`config.mk`:
```
export PLATFORM = sky130hd
export DESIGN_NAME = flash_status_transmitter
export DESIGN_NICKNAME = d
export VERILOG_FILES = /design/src/rtl/flash_cmd_pkg.sv /design/src/rtl/flash_evt_capture.sv /design/src/rtl/flash_status_transmitter.sv
export SDC_FILE = /design/constraint.sdc
export NUM_CORES = 1
export LEC_CHECK = 0
export BUFFER_PORTS_ARGS = -buffer_cell sky130_fd_sc_hd__clkbuf_2
export CORE_MARGIN = 1
export CORE_UTILIZATION = 50
export CTS_CLUSTER_DIAMETER = 120
export DETAILED_ROUTE_END_ITERATION = 16
export GPL_TIMING_DRIVEN = 0
export PLACE_DENSITY = 0.76
export SYNTH_ARGS = -nofsm -noshare
export SYNTH_HDL_FRONTEND = slang
export SYNTH_SLANG_ARGS = --single-unit
```
`constraint.sdc`:
```
create_clock -name clk -period 3.2 [get_ports clk]
set_input_delay 0.32 -clock clk [delete_from_list [all_inputs] [get_ports clk]]
set_output_delay 0.32 -clock clk [all_outputs]
set_load 0.01 [all_outputs]
```
`src/rtl/flash_cmd_pkg.sv`:
```
// Shared constants and types for the flash command/status path.
// Holds the response opcodes, word index codes, event numbering,
// the transmitter FSM state type and the frame builder used by the status transmitter.
package flash_cmd_pkg;

    localparam int unsigned ADDR_W    = 24;
    localparam int unsigned WORD_W    = 32;
    localparam int unsigned SEQ_W     = 8;
    localparam int unsigned NUM_EVT   = 5;
    localparam int unsigned EVT_IDX_W = 3;

    // Response opcodes
    localparam logic [7:0] OP_READ    = 8'hAD;
    localparam logic [7:0] OP_ERASE   = 8'hAE;
    localparam logic [7:0] OP_INIT    = 8'hAF;
    localparam logic [7:0] OP_WRITE   = 8'hAC;
    localparam logic [7:0] OP_TIMEOUT = 8'hEF;

    // Word index codes
    localparam logic [7:0] IDX_WORD0  = 8'h00;
    localparam logic [7:0] IDX_WORD1  = 8'h01;
    localparam logic [7:0] IDX_SINGLE = 8'hFF;

    // Event numbering; lower number means higher arbitration priority
    localparam logic [EVT_IDX_W-1:0] EVT_TIMEOUT = 3'd0;
    localparam logic [EVT_IDX_W-1:0] EVT_ERASE   = 3'd1;
    localparam logic [EVT_IDX_W-1:0] EVT_READ    = 3'd2;
    localparam logic [EVT_IDX_W-1:0] EVT_WRITE   = 3'd3;
    localparam logic [EVT_IDX_W-1:0] EVT_INIT    = 3'd4;

    typedef enum logic [1:0] {
        ST_IDLE  = 2'd0,
        ST_SEND0 = 2'd1,
        ST_SEND1 = 2'd2
    } tx_state_e;

    typedef struct packed {
        logic [7:0]  opcode;
        logic [7:0]  index;
        logic [15:0] payload;
    } tx_word_t;

    typedef struct packed {
        tx_word_t word0;
        tx_word_t word1;
        logic     two_word;
    } tx_frame_t;

    // Assemble one response word from its four bytes
    function automatic tx_word_t mk_word(input logic [7:0] op, input logic [7:0] idx,
                                         input logic [7:0] hi, input logic [7:0] lo);
        tx_word_t w;
        w.opcode  = op;
        w.index   = idx;
        w.payload = {hi, lo};
        return w;
    endfunction

    // Highest-priority pending event (only meaningful when pend is non-zero)
    function automatic logic [EVT_IDX_W-1:0] pick_winner(input logic [NUM_EVT-1:0] pend);
        logic [EVT_IDX_W-1:0] w;
        w = EVT_TIMEOUT;
        if (pend[EVT_TIMEOUT])    w = EVT_TIMEOUT;
        else if (pend[EVT_ERASE]) w = EVT_ERASE;
        else if (pend[EVT_READ])  w = EVT_READ;
        else if (pend[EVT_WRITE]) w = EVT_WRITE;
        else if (pend[EVT_INIT])  w = EVT_INIT;
        return w;
    endfunction

    // Full frame for an event; address bytes go out low byte first
    function automatic tx_frame_t build_frame(input logic [EVT_IDX_W-1:0] evt,
                                              input logic [ADDR_W-1:0]    addr,
                                              input logic [SEQ_W-1:0]     seq);
        tx_frame_t f;
        f = '0;
        case (evt)
            EVT_TIMEOUT: f.word0 = mk_word(OP_TIMEOUT, IDX_WORD0, 8'h00, seq);
            EVT_READ:    f.word0 = mk_word(OP_READ, IDX_SINGLE, 8'h00, seq);
            EVT_INIT:    f.word0 = mk_word(OP_INIT, IDX_SINGLE, 8'h00, seq);
            EVT_ERASE: begin
                f.word0    = mk_word(OP_ERASE, IDX_WORD0, addr[7:0], addr[15:8]);
                f.word1    = mk_word(OP_ERASE, IDX_WORD1, addr[23:16], seq);
                f.two_word = 1'b1;
            end
            EVT_WRITE: begin
                f.word0    = mk_word(OP_WRITE, IDX_WORD0, addr[7:0], addr[15:8]);
                f.word1    = mk_word(OP_WRITE, IDX_WORD1, addr[23:16], seq);
                f.two_word = 1'b1;
            end
            default: f = '0;
        endcase
        return f;
    endfunction

endpackage

```
`src/rtl/flash_evt_capture.sv`:
```
// Rising-edge event capture for one completion source.
// Ports: clk, rst (async, active-high); evt_in level input; clr takes the pending event;
// pending (registered) flag; edge_c combinational rise strobe; coalesce_c combinational
// strobe when a new rise lands on a flag that is still pending and not being taken.
module flash_evt_capture (
    input  logic clk,
    input  logic rst,
    input  logic evt_in,
    input  logic clr,
    output logic pending,
    output logic edge_c,
    output logic coalesce_c
);

    logic sample_q;
    logic prev_q;

    // Input is sampled first so the edge is judged on two registered samples
    assign edge_c     = sample_q & ~prev_q;
    assign coalesce_c = edge_c & pending & ~clr;

    // Sample history and pending flag; a rise beats a same-cycle clear
    always_ff @(posedge clk or posedge rst) begin
        if (rst) begin
            sample_q <= 1'b0;
            prev_q   <= 1'b0;
            pending  <= 1'b0;
        end else begin
            sample_q <= evt_in;
            prev_q   <= sample_q;
            pending  <= edge_c | (pending & ~clr);
        end
    end

endmodule

```
`src/rtl/flash_status_transmitter.sv`:
```
// Turns completion/timeout levels from the flash operation blocks into response frames.
// Ports: clk, rst (async, active-high); end_read, end_erase, end_write, end_init_flash_addr,
// flash_cmd_incomplete completion levels; erase_addr_finish / cur_write_addr row addresses;
// tx_data/tx_valid/tx_ready word handshake; evt_overrun sticky coalesce flag; busy while sending.
module flash_status_transmitter
    import flash_cmd_pkg::*;
(
    input  logic        clk,
    input  logic        rst,
    input  logic        end_read,
    input  logic        end_erase,
    input  logic        end_write,
    input  logic        end_init_flash_addr,
    input  logic        flash_cmd_incomplete,
    input  logic [23:0] erase_addr_finish,
    input  logic [23:0] cur_write_addr,
    output logic [31:0] tx_data,
    output logic        tx_valid,
    input  logic        tx_ready,
    output logic        evt_overrun,
    output logic        busy
);

    logic [NUM_EVT-1:0]   evt_vec;
    logic [NUM_EVT-1:0]   pending;
    logic [NUM_EVT-1:0]   edge_c;
    logic [NUM_EVT-1:0]   coalesce_c;
    logic [NUM_EVT-1:0]   clr;

    tx_state_e            state, state_n;
    logic [SEQ_W-1:0]     seq, seq_n;
    tx_word_t             word1_q, word1_n;
    logic                 two_word_q, two_word_n;
    tx_word_t             tx_data_n;
    logic                 tx_valid_n;
    logic                 busy_n;
    logic [ADDR_W-1:0]    erase_addr_q;
    logic [ADDR_W-1:0]    write_addr_q;

    logic [EVT_IDX_W-1:0] winner;
    logic [ADDR_W-1:0]    win_addr;
    tx_frame_t            frame;

    assign evt_vec[EVT_TIMEOUT] = flash_cmd_incomplete;
    assign evt_vec[EVT_ERASE]   = end_erase;
    assign evt_vec[EVT_READ]    = end_read;
    assign evt_vec[EVT_WRITE]   = end_write;
    assign evt_vec[EVT_INIT]    = end_init_flash_addr;

    // One capture slice per event source
    for (genvar g = 0; g < int'(NUM_EVT); g++) begin : g_cap
        flash_evt_capture u_cap (
            .clk        (clk),
            .rst        (rst),
            .evt_in     (evt_vec[g]),
            .clr        (clr[g]),
            .pending    (pending[g]),
            .edge_c     (edge_c[g]),
            .coalesce_c (coalesce_c[g])
        );
    end

    // Pending addresses follow the newest edge; overrun is sticky until reset
    always_ff @(posedge clk or posedge rst) begin
        if (rst) begin
            erase_addr_q <= '0;
            write_addr_q <= '0;
            evt_overrun  <= 1'b0;
        end else begin
            if (edge_c[EVT_ERASE]) erase_addr_q <= erase_addr_finish;
            if (edge_c[EVT_WRITE]) write_addr_q <= cur_write_addr;
            evt_overrun <= evt_overrun | (|coalesce_c);
        end
    end

    // FSM state and registered outputs
    always_ff @(posedge clk or posedge rst) begin
        if (rst) begin
            state      <= ST_IDLE;
            seq        <= '0;
            word1_q    <= '0;
            two_word_q <= 1'b0;
            tx_data    <= '0;
            tx_valid   <= 1'b0;
            busy       <= 1'b0;
        end else begin
            state      <= state_n;
            seq        <= seq_n;
            word1_q    <= word1_n;
            two_word_q <= two_word_n;
            tx_data    <= tx_data_n;
            tx_valid   <= tx_valid_n;
            busy       <= busy_n;
        end
    end

    // Next-state and output logic; the frame is frozen into registers at load
    always_comb begin
        state_n    = state;
        seq_n      = seq;
        word1_n    = word1_q;
        two_word_n = two_word_q;
        tx_data_n  = tx_word_t'(tx_data);
        tx_valid_n = tx_valid;
        busy_n     = busy;
        clr        = '0;

        winner   = pick_winner(pending);
        win_addr = (winner == EVT_ERASE) ? erase_addr_q : write_addr_q;
        frame    = build_frame(winner, win_addr, seq);

        case (state)
            ST_IDLE: begin
                if (|pending) begin
                    clr[winner] = 1'b1;
                    tx_data_n   = frame.word0;
                    word1_n     = frame.word1;
                    two_word_n  = frame.two_word;
                    tx_valid_n  = 1'b1;
                    busy_n      = 1'b1;
                    state_n     = ST_SEND0;
                end
            end
            ST_SEND0: begin
                if (tx_ready) begin
                    if (two_word_q) begin
                        tx_data_n = word1_q;
                        state_n   = ST_SEND1;
                    end else begin
                        tx_valid_n = 1'b0;
                        busy_n     = 1'b0;
                        seq_n      = seq + SEQ_W'(1);
                        state_n    = ST_IDLE;
                    end
                end
            end
            ST_SEND1: begin
                if (tx_ready) begin
                    tx_valid_n = 1'b0;
                    busy_n     = 1'b0;
                    seq_n      = seq + SEQ_W'(1);
                    state_n    = ST_IDLE;
                end
            end
            default: begin
                tx_valid_n = 1'b0;
                busy_n     = 1'b0;
                state_n    = ST_IDLE;
            end
        endcase
    end

endmodule
```
==> Yosys cells after proc, flatten, opt, wreduce, memory -nomap -nowiden <==
Cells that the tools add are included.
{ "totals": {"register_bits": 140, "output_inout_bits": 35, "elab_cells": 118} }
{ "classes": {"addsub": 1, "magnitude_cmp": 2, "n_eq_ne": 11, "muxes": 30, "bitwise_logic": 36, "n_reduce_logical": 12} }
{ "op_table": {"columns": ["op", "n"], "rows": [
  ["$pmux W32 S5", 1],
  ["$mux W32", 3],
  ["$pmux W33 S2", 1],
  ["$pmux W32 S2", 1],
  ["$mux W24", 1],
  ["$mux W8", 3],
  ["$and A1 B1 Y1", 20],
  ["$pmux W8 S2", 1],
  ["$mux W3", 5],
  ["$reduce_and A4 Y1", 3],
  ["$mux W5", 2],
  ["$ne A2 B2 Y1 const B", 5],
  ["$not A1 Y1", 10],
  ["$reduce_or A5 Y1", 2],
  ["$add A8 B1 Y8 const B", 1],
  ["$mux W2", 4],
  ["$eq A3 B2 Y1 const B", 2],
  ["$or A1 B1 Y1", 6],
  ["$pmux W2 S3", 1],
  ["$mux W1", 5],
  ["$lt A3 B4 Y1 const B", 1],
  ["$reduce_bool A2 Y1", 2],
  ["$demux W1 S3", 1],
  ["$eq A3 B1 Y1 const B", 1],
  ["10 further kinds", 10]
]} }

==> Longest topological paths before layout <==
Gate-level depths: netlist of the first run.
{ "depth": {"word_depth": 15, "ltp_mapped": 7, "depth_no_buf": 4} }

==> Modules after synthesis <==
A second synthesis of the first run with hierarchy kept.
{ "unflattened": {"hier_cells": 443, "hier_area_um2": 5053.6} }
{ "modules_own_cells": {"columns": ["mod", "instances", "cells_per_inst", "area_each_um2", "seq_area_each_um2"], "rows": [
  ["flash_status_transmitter", 1, 398, 4540.6, 2502.4],
  ["flash_evt_capture", 5, 9, 102.6, 75.1]
]} }

==> Worst setup path after synthesis of the first run <==
OpenSTA, ideal clock, no wires.
{ "synth_timing": {"path_kind": "reg2reg", "startpoint": "reg g_cap[3].u_cap.pending", "endpoint": "reg tx_data[10]", "arrival_time_ns": 1.642, "required_time_ns": 3.105, "slack_ns": 1.463, "path_stages_with_launch": 7, "period_less_slack_ns": 1.737, "path_cell_list": "dfrtp_1 or4_4 o311ai_2 buf_4 buf_6 nand2_1 o31ai_1"} }
{ "synth_between": {"elab_chain_cells": 9} }
{ "synth_rtl": {"columns": ["item", "line_no", "source"], "rows": [
  ["start, declared", "flash_evt_capture.sv:10", "output logic pending,"],
  ["start signal, assigned", "flash_evt_capture.sv:31", "pending <= edge_c | (pending & ~clr);"],
  ["$mux W3", "flash_cmd_pkg.sv:66", "else if (pend[EVT_WRITE]) w = EVT_WRITE;"],
  ["$mux W3", "flash_cmd_pkg.sv:65", "else if (pend[EVT_READ]) w = EVT_READ;"],
  ["$mux W3", "flash_cmd_pkg.sv:64", "else if (pend[EVT_ERASE]) w = EVT_ERASE;"],
  ["$mux W3", "flash_cmd_pkg.sv:63", "if (pend[EVT_TIMEOUT]) w = EVT_TIMEOUT;"],
  ["$eq A3 B1 Y1", "flash_cmd_pkg.sv:77, flash_status_transmitter.sv:109", null],
  ["$mux W24", "flash_status_transmitter.sv:109", "win_addr = (winner == EVT_ERASE) ? erase_addr_q : write_addr_q;"],
  ["$pmux W32 S5", "flash_cmd_pkg.sv:77", "case (evt)"],
  ["$mux W32", "flash_status_transmitter.sv:114", "if (|pending) begin"],
  ["$pmux W32 S2", "flash_status_transmitter.sv:112", "case (state)"],
  ["end signal, assigned", "flash_status_transmitter.sv:91", "tx_data <= tx_data_n;"],
  ["end, declared", "flash_status_transmitter.sv:17", "output logic [31:0] tx_data,"]
]} }
Several ways; a longest one is shown, not always the timed one. The select of a mux whose other input is x is not followed.
A chain may end at the register's enable or synchronous reset.

==> Final worst setup path of the first run <==
{ "layout_timing": {"startpoint": "reg g_cap[2].u_cap.pending", "endpoint": "reg tx_data[6]"} }
{ "layout_between": {"elab_chain_cells": 8} }
{ "layout_rtl": {"columns": ["item", "line_no"], "rows": [
  ["start, declared", "flash_evt_capture.sv:10"],
  ["start signal, assigned", "flash_evt_capture.sv:31"],
  ["$mux W3", "flash_cmd_pkg.sv:65"],
  ["$mux W3", "flash_cmd_pkg.sv:64"],
  ["$mux W3", "flash_cmd_pkg.sv:63"],
  ["$eq A3 B1 Y1", "flash_cmd_pkg.sv:77, flash_status_transmitter.sv:109"],
  ["$mux W24", "flash_status_transmitter.sv:109"],
  ["$pmux W32 S5", "flash_cmd_pkg.sv:77"],
  ["$mux W32", "flash_status_transmitter.sv:114"],
  ["$pmux W32 S2", "flash_status_transmitter.sv:112"]
]} }
Several ways; a longest one is shown, not always the timed one. The select of a mux whose other input is x is not followed.

==> results of run 1 <==
==> stage by stage <==
stage          hold WS, ps  area [sq um]  instances
2_1_floorplan          347          4920        401
6_report              33.0          6190        659
3_3_place_gp           353          5530        619
5_1_grt               13.1          6190        659
4_1_cts               20.3          6190        659
3_5_place_dp           372          5570        621
==> power groups by stage <==
stage                     registers, mW  logic (mW)  clock network (mW)
after floorplan                    2.09        1.19                   0
after global placement             2.10        1.71                   0
after detailed placement           2.12        1.78                   0
after CTS                          2.10        1.83                1.79
after global routing               2.15        2.01                1.87
final                              2.11        1.83                1.77
==> worst max-delay path, delay by kind of cell (launching register included) <==
family,cells,cell delay [ps]
AOI/OAI and AO/OA,2,380
buffers and inverters,2,550
DFF,1,440
and+or+nand+nor,2,600
==> final cells by class <==
| cell class | instances | area, sq um | share of cell area, % |
|---|---|---|---|
| repair buffers | 97 | 546 | 8.81 |
| multi-input cells | 242 | 1810 | 29.3 |
| flip-flops and latches | 115 | 2880 | 46.5 |
| inverters | 8 | 33.8 | 0.546 |
| plain buffers | 36 | 195 | 3.15 |
| clock inverters | 13 | 125 | 2.02 |
| well taps | 129 | 161 | 2.61 |
| clock buffers | 19 | 442 | 7.13 |
==> cell usage after synthesis, types with 2 or more instances <==
cell	n	share of area (%)
buf_4	12	1.8
nand4_1	4	0.51
buf_2	6	0.61
a21o_1	5	0.76
nand2b_1	11	1.4
o21ai_0	16	1.6
dfrtp_1	115	59
o31ai_1	18	2.7
and3_1	2	0.25
o21a_1	2	0.31
a221oi_1	11	2.0
clkbuf_1	17	1.3
nor2b_1	6	0.76
a22oi_1	13	2.0
inv_1	8	0.61
mux2_2	49	11
xnor2_1	6	1.1
or3_1	6	0.76
nand2_1	29	2.2
a21oi_1	7	0.71
a22o_1	16	2.9
nor2_1	17	1.3
nand3_1	2	0.20
==> routing by layer <==
metal / vias up / wire length (um) / GRT usage [%]
li1: 1684 / - / -
met1: 1857 / 4980 / 32.7
met2: 148 / 5820 / 42.6
met3: 16 / 752 / 7.59
met4: 0 / 133 / 6.58
met5: - / 0 / 0
==> worst max-delay path by stage <==
stage / from / endpoint / slack [ps] / cells after the start
2_1_floorplan: g_cap[3].u_cap.pending / tx_data[10] / 1460 / 6
3_3_place_gp: rst / write_addr_q[10] / 810 / 2
3_5_place_dp: g_cap[2].u_cap.pending / tx_data[1] / 1170 / 6
4_1_cts: g_cap[2].u_cap.pending / tx_data[6] / 1130 / 6
5_1_grt: g_cap[2].u_cap.pending / tx_data[6] / 950 / 6
6_report: g_cap[2].u_cap.pending / tx_data[6] / 1120 / 6
==> sequential cells by signal, indices dropped and copies added, names as in the netlist, 2 cells and up <==
| name | count |
|---|---|
| erase_addr_q | 24 |
| write_addr_q | 24 |
| tx_data | 22 |
| word1_q | 18 |
| seq | 8 |
| g_cap.u_cap.pending | 5 |
| g_cap.u_cap.prev_q | 5 |
| g_cap.u_cap.sample_q | 5 |
| state | 2 |
==> repair_timing <==
action	CTS	global route
hold buffers	6	0
endpoints found under the setup margin	0	0
endpoints found under the hold margin	36	0
==> logic make-up (layout without fill, tap and decap cells) <==
logic type / after synthesis / in the layout / synth area share (%)
AOI/OAI and AO/OA: 99 / 99 / 15.1
xor gates and xnor gates: 7 / 7 / 1.25
buffers and inverters: 44 / 173 / 4.58
muxes: 49 / 49 / 11.2
adders and majority gates: 1 / 1 / 0.255
DFF: 115 / 115 / 58.6
other: 1 / 1 / 0.0763
and+or+nand+nor: 85 / 85 / 8.96
==> flow_metrics.tcl, run 1 <==
set metrics [dict create \
    crit_required_ps 3610 \
    layout_common_cells "115 x dfrtp_1, 89 x clkbuf_2, 49 x mux2_2" \
    ir_drop_v 0.000363 \
    synth_cells 401 \
    cts_buffer_depth 2 \
    p_leak_nw 2.84 \
    drv_slew 0 \
    period_share_pct 64.9 \
    route.vias.total 3705 \
    cts-root-buf "clkbuf_8" \
    grt_pass1_wl_um 19400 \
    antenna_cells 0 \
    cp_max_fo 10 \
    dp_slack_ps 1170 \
    clkPwrFrac_pct 31.1 \
    nets 574 \
    clock_sinks 115 \
    holdCritPathClass "in -> reg" \
    rsz0062_at_grt "no" \
    p_per_area_mw_per_mm2 923 \
    tns_ps 0 \
    post-route-min-period_ps 2080 \
    yosysSeqAreaShare_pct 58.6 \
    syn_area_per_cell_sq_um 12.3 \
    r2r-end "tx_data[6]" \
    post_cts_resized 0 \
    r2r_setup_slack_ps 1120 \
    drive_gt1_share_pct 37.7 \
    grt_pass1_vias 3808 \
    cts_tree "done" \
    swShare_pct 36.3 \
    start_kind "register" \
    die_h_um 101 \
    wl_per_cell_um 17.7 \
    maxCapViolations 0 \
    whs_path_depth 2 \
    grt_max_degree 46 \
    synthesis.area_sq_mm 0.00491 \
    vias_per_cell 5.62 \
    hpwl_um 8080 \
    port_buffers 89 \
    final_util_pct 66.1 \
    skew_ps 9.25 \
    htree_levels 4 \
    cp_slowest_cell "dfrtp_1" \
    ys_warn_count 0 \
    max_freq_mhz 481 \
    io-pin-count 91 \
    globalRouteOverflowTotal 0 \
    wl_um 11700 \
    relSlewSlack_pct 51.6 \
    drt_iter0_drc 270 \
    yosys_most_used_dff "dfrtp_1" \
    synth_edf_count 0 \
    path_clk_slew_ps 60 \
    core-area_sq_mm 0.00937 \
    switchingPower_mw 2.07 \
    pwr-share-seq_pct 36.9 \
    num_rows 35 \
    die_x_um 101 \
    dr.pass1.iters 5 \
    numCtsBuffers 17 \
    fillCellCount 750 \
    final_common_cell "dfrtp_1" \
    insertion_delay_ps 510 \
    tightest_slew_ps 725 \
    end_kind "register" \
    die_area_sq_mm 0.0102 \
    setup_viol 0 \
    max_stage_delay_ps 440 \
    synthesis.nets 458 \
    final-hold-violation-count 0 \
    crit_type "reg -> reg" \
    status "finished clean" \
    synth_cell_types 46 \
    drc_errors 0 \
    synth_seq_cells 115 \
    layout_setup_ws_ps 1120 \
    power_mw 5.71 \
    start_util_pct 52.4 \
    combPwrFrac_pct 32.0 \
    path_cells "nand2b_1 -> clkbuf_1 -> nor3_4 -> buf_2 -> a221oi_1 -> o31ai_1" \
    reg2regPathDepth 6 \
    area_delta_synth_final_pct 26.0 \
    hold_end "write_addr_q[13]" \
    r2r_start "g_cap[2].u_cap.pending" \
    critPathArrivalTime_ps 2490 \
    ant_nets 0 \
    cts_setup_buffers 0 \
    min_from "cur_write_addr[13]" \
    gp_congestion 0.825 \
    p_int_mw 3.64 \
    async_flop_share_pct 100 \
    grt_usage_pct 25.5 \
    antenna_found_initial 0 \
]
(Power assumes the default switching activity.)
==> run 2: changes to the inputs <==
Settings changed: PLACE_DENSITY 0.76 to 0.73.
Clock period 3.2 ns to 2 ns, I/O delays scaled along.
==> run 2 against run 1 <==
Effect of this change: cell area rose by 10%; via count grew 6.4%; routed wire length increased by 6.7%; register-to-register slack got worse by 1100 ps; core utilization is 6.6 points higher; clock-buffer cell count is 3 higher; critical path type unchanged; non-clock buffer count up 51; first-iteration DRC count shrank 26%.
==> flow_metrics.tcl, run 2 (synthesized netlist as in run 1, its figures left out) <==
set metrics [dict create \
    reg2regPathDepth 6 \
    crit_end "tx_data[12]" \
    period_share_pct 97.0 \
    setup_viol 0 \
    die_area_sq_mm 0.0102 \
    p_leak_nw 3.13 \
    final_common_cell "dfrtp_1" \
    dp_slack_ps -21.2 \
    top_regs "erase_addr_q: 24 flops, write_addr_q: 24 flops, tx_data: 22 flops" \
    grt_pass1_wl_um 20600 \
    num_rows 35 \
    cp_max_fo 10 \
    nets 625 \
    cts_buffer_depth 2 \
    drc_errors 0 \
    end_kind "register" \
    final_cell_area_sq_mm 0.00681 \
    numCtsBuffers 17 \
    io-pin-count 91 \
    die_x_um 101 \
    cts_tree "done" \
    die_h_um 101 \
    drv_slew 0 \
    holdCritPathClass "in -> reg" \
    vias_per_cell 5.56 \
    insertion_delay_ps 510 \
    p_per_area_mw_per_mm2 1430 \
    worstSetupStartpoint "g_cap[3].u_cap.pending" \
    crit_type "reg -> reg" \
    whs_ps 342 \
    htree_levels 4 \
    max_freq_mhz 515 \
    port_buffers 89 \
    drive_gt1_share_pct 35.3 \
    antenna_cells 0 \
    maxCapViolations 0 \
    place_area_sq_mm 0.00557 \
    r2r_start "g_cap[3].u_cap.pending" \
    grt_pass1_vias 4074 \
    drt_iter0_drc 201 \
    power_mw 9.76 \
    area_delta_synth_final_pct 38.5 \
    hpwl_um 7950 \
    globalRouteOverflowTotal 0 \
    fillCellCount 645 \
    grt_usage_pct 26.8 \
    skew_ps 8.51 \
    relSlewSlack_pct 48.3 \
    start_util_pct 52.4 \
    route.vias.total 3941 \
    layout_setup_ws_ps 59.0 \
    r2r_setup_slack_ps 60 \
    core-area_sq_mm 0.00937 \
    status "finished clean" \
    tns_ps 0 \
    r2r-end "tx_data[12]" \
    gp_congestion 0.839 \
    post-route-min-period_ps 1940 \
    layout_common_cells "115 x dfrtp_1, 94 x clkbuf_2, 55 x dlygate4sd3_1" \
    final-hold-violation-count 0 \
    critPathArrivalTime_ps 2340 \
    grt_max_degree 43 \
    antenna_found_initial 0 \
    cts-root-buf "clkbuf_8" \
    wl_per_cell_um 17.6 \
    start_kind "register" \
    tightest_slew_ps 774 \
    dr.pass1.iters 6 \
    path_clk_slew_ps 50 \
    ant_nets 0 \
    crit_required_ps 2400 \
    wl_um 12500 \
    ir_drop_v 0.000753 \
    clock_sinks 115 \
]
## run 2: cell count changes in the layout (fill, tap and decap cells not counted), sizes merged, moves of 3 or more
cell,change
inv,-4
bufinv,+4
clkinv,-3
dlygate4sd3,+49
clkbuf,+4
## run 2: critical path, cell delays in order (launching register included)
cell and delay [ps]:
dfrtp_1 440, or4_4 630, o311ai_4 280, buf_4 190
buf_6 140, nand2_1 70, o31ai_1 80
## run 2: cell type report
cell class              count  area [sq um]  share of cell area [%]
repair buffers            149          1060                    15.5
inverters                   8          33.8                   0.496
well taps                 129           161                    2.37
plain buffers              35           203                    2.98
clock inverters             9           176                    2.59
multi-input cells         242          1840                    27.0
clock buffers              22           463                    6.80
flip-flops and latches    115          2880                    42.3
## run 2: what timing repair did
action,CTS,global route
resized for setup,1,13
hold buffers,55,0
endpoints found under the setup margin,26,45
buffers inserted,3,0
pin swaps,1,0
gates cloned,0,0
endpoints found under the hold margin,86,0
## run 2: where the power goes
group | internal, mW | switching (mW) | leakage (nW)
sequential | 2.90 | 0.482 | 1.39
combinational | 1.33 | 1.78 | 1.43
clock | 2.24 | 1.02 | 0.311
## run 2: per-stage QoR
| step | utilization [%] | cells |
|---|---|---|
| 2_1_floorplan | - | 401 |
| 3_3_place_gp | 59.0 | 619 |
| 3_5_place_dp | 59.4 | 621 |
| 4_1_cts | 72.3 | 710 |
| 5_1_grt | 72.7 | 709 |
| 6_report | 72.7 | 709 |
## run 2: worst min-delay path by stage
stage                              start                 endpoint  slack (ps)  depth (start not counted)
floorplan           flash_cmd_incomplete  g_cap[0].u_cap.sample_q         230                          0
global placement     end_init_flash_addr  g_cap[4].u_cap.sample_q         310                          1
detailed placement             end_erase  g_cap[1].u_cap.sample_q         310                          1
CTS                            end_erase  g_cap[1].u_cap.sample_q         340                          2
global route                   end_erase  g_cap[1].u_cap.sample_q         340                          2
finish               end_init_flash_addr  g_cap[4].u_cap.sample_q         340                          2
## run 2: routing by layer
layer | vias to the layer above | wire (um) | global-route usage [%] | share of wire, %
met4 | 0 | 174 | 8.36 | 1.4
li1 | 1782 | - | - | -
met3 | 19 | 581 | 5.73 | 4.7
met5 | - | 0 | 0 | 0
met1 | 2011 | 5420 | 34.2 | 43
met2 | 129 | 6300 | 46.0 | 51
==> run 3: changes to the inputs <==
Settings changed: SYNTH_HIERARCHICAL from default to 1.
==> run 3 against run 2 <==
Effect of this change: flip-flop and latch count unchanged; hold slack got worse by 170 ps; core utilization decreased by 2.1 points; clock-buffer cell count increased by 1; clock skew increased by 1.8 ps; non-clock buffer count increased by 1; worst setup slack improved by 38 ps; synthesized cell count increased by 9.7%; clock power decreased by 3%; global-route usage decreased by 0.92 points; critical path type unchanged; critical endpoint is now tx_data[8]; largest power group unchanged; highest routed layer unchanged.
==> flow_metrics.tcl, run 3 <==
set metrics [dict create \
    status "finished clean" \
    post-route-min-period_ps 1900 \
    cts_setup_buffers 0 \
    final_common_cell "dfrtp_1" \
    holdCritPathClass "in -> async" \
    critPathArrivalTime_ps 2330 \
    maxCapViolations 0 \
    grt_pass1_wl_um 20000 \
    drv_slew 0 \
    top_regs "erase_addr_q: 24 flops, write_addr_q: 24 flops, tx_data: 22 flops" \
    wl_um 12500 \
    cts-root-buf "clkbuf_8" \
    die_h_um 102 \
    period_share_pct 95.1 \
    p_per_area_mw_per_mm2 1430 \
    gp_congestion 0.821 \
    r2r-end "tx_data[8]" \
    die_area_sq_mm 0.0105 \
    dr.pass1.iters 6 \
    r2r_setup_slack_ps 100 \
    wl_per_cell_um 16.6 \
    relSlewSlack_pct 45.1 \
    place_area_sq_mm 0.00570 \
    ir_drop_v 0.000846 \
    globalRouteOverflowTotal 0 \
    path_clk_slew_ps 60 \
    vias_per_cell 5.23 \
    port_buffers 89 \
    tightest_slew_ps 822 \
    path_cells "buf_2 -> nor4b_2 -> a22o_1 -> a22oi_1 -> a21oi_1" \
    drt_iter0_drc 196 \
    max_freq_mhz 526 \
    die_x_um 102 \
    reg2regPathDepth 5 \
    crit_type "reg -> reg" \
    numCtsBuffers 17 \
    core-area_sq_mm 0.00977 \
    clock_sinks 115 \
    htree_levels 4 \
    syn_area_per_cell_sq_um 11.5 \
    layout_common_cells "115 x dfrtp_1, 93 x clkbuf_2, 55 x dlygate4sd3_1" \
    ant_nets 0 \
    end_kind "register" \
    io-pin-count 91 \
    route.vias.total 3927 \
    rsz0062_at_grt "yes" \
    area_delta_synth_final_pct 36.8 \
    setup_viol 0 \
    grt_usage_pct 25.9 \
    ys_warn_count 6 \
    drive_gt1_share_pct 33.2 \
    cts_buffer_depth 2 \
    hpwl_um 8220 \
    final_cell_area_sq_mm 0.00690 \
    synthesis.area_sq_mm 0.00504 \
    start_util_pct 51.6 \
    antenna_found_initial 0 \
    r2r_start "g_cap[1].u_cap/pending" \
    drc_errors 0 \
    max_stage_delay_ps 730 \
    grt_max_degree 42 \
    cp_max_fo 8 \
    start_kind "register" \
    cts_tree "done" \
    cp_top_family "simple AND/OR/NAND/NOR gates" \
    synth_cells 440 \
    antenna_cells 0 \
    insertion_delay_ps 510 \
    whs_ps 176 \
    cp_slowest_cell "nor4b_2" \
    grt_pass1_vias 4025 \
    synthesis.nets 497 \
    num_rows 36 \
    p_leak_nw 3.15 \
    crit_required_ps 2430 \
    critical_path_buf_inv_count 1 \
    skew_ps 10.3 \
    final-hold-violation-count 0 \
    nets 662 \
]
-- run 3: area by class of cell --
class	instances	area [sq um]
plain buffers	39	224
clock buffers	23	467
clock inverters	9	151
fillers	707	2880
inverters	20	78.8
multi-input cells	266	1900
flip-flops and latches	115	2880
well taps	133	166
repair buffers	146	1040
-- run 3: worst min-delay path: cells and delay by family --
kind	cells	cell delay, ps
buffers and inverters	3	820
-- run 3: power by group --
group / switching, mW / internal, mW
combinational: 1.95 / 1.42
clock: 1.03 / 2.12
sequential: 0.446 / 2.92
total: 3.43 / 6.46
-- run 3: repair_timing --
item / CTS / global route
endpoints found under the hold margin: 98 / 0
hold buffers: 55 / 0
setup endpoints to repair: 21 / 31
resized for setup: 5 / 10
-- run 3: routing by layer --
metal / GRT usage, % / part of all wire, % / wire length [um] / up-vias
met4: 8.68 / 1.6 / 195 / 0
met3: 8.34 / 5.1 / 640 / 16
met5: 0 / 0 / 0 / -
li1: - / - / - / 1858
met2: 42.8 / 52 / 6430 / 113
met1: 32.1 / 42 / 5190 / 1940
-- run 3: worst max path at each step --
stage,end,start,slack (ps),cells after the start
6_report,tx_data[8],g_cap[1].u_cap/pending,100,5
5_1_grt,evt_overrun,g_cap[0].u_cap/pending,-30,8
4_1_cts,word1_q[9],g_cap[3].u_cap/pending,6,4
3_5_place_dp,evt_overrun,g_cap[0].u_cap/pending,-140,8
3_3_place_gp,evt_overrun,g_cap[0].u_cap/pending,-120,8
2_1_floorplan,evt_overrun,g_cap[1].u_cap/pending,180,8
-- run 3: metrics by stage --
stage | utilization [%] | worst slack [ps] | std cells | total power, mW | TNS (ps)
4_1_cts | 70.4 | 6.19 | 751 | 9.87 | 0
3_5_place_dp | 58.3 | -135 | 664 | 6.57 | -140
5_1_grt | 70.6 | -28.4 | 751 | 10.4 | -28.4
6_report | 70.6 | 97.4 | 751 | 9.89 | 0
2_1_floorplan | - | 181 | 440 | 5.52 | 0
3_3_place_gp | 57.9 | -122 | 662 | 6.47 | -8710
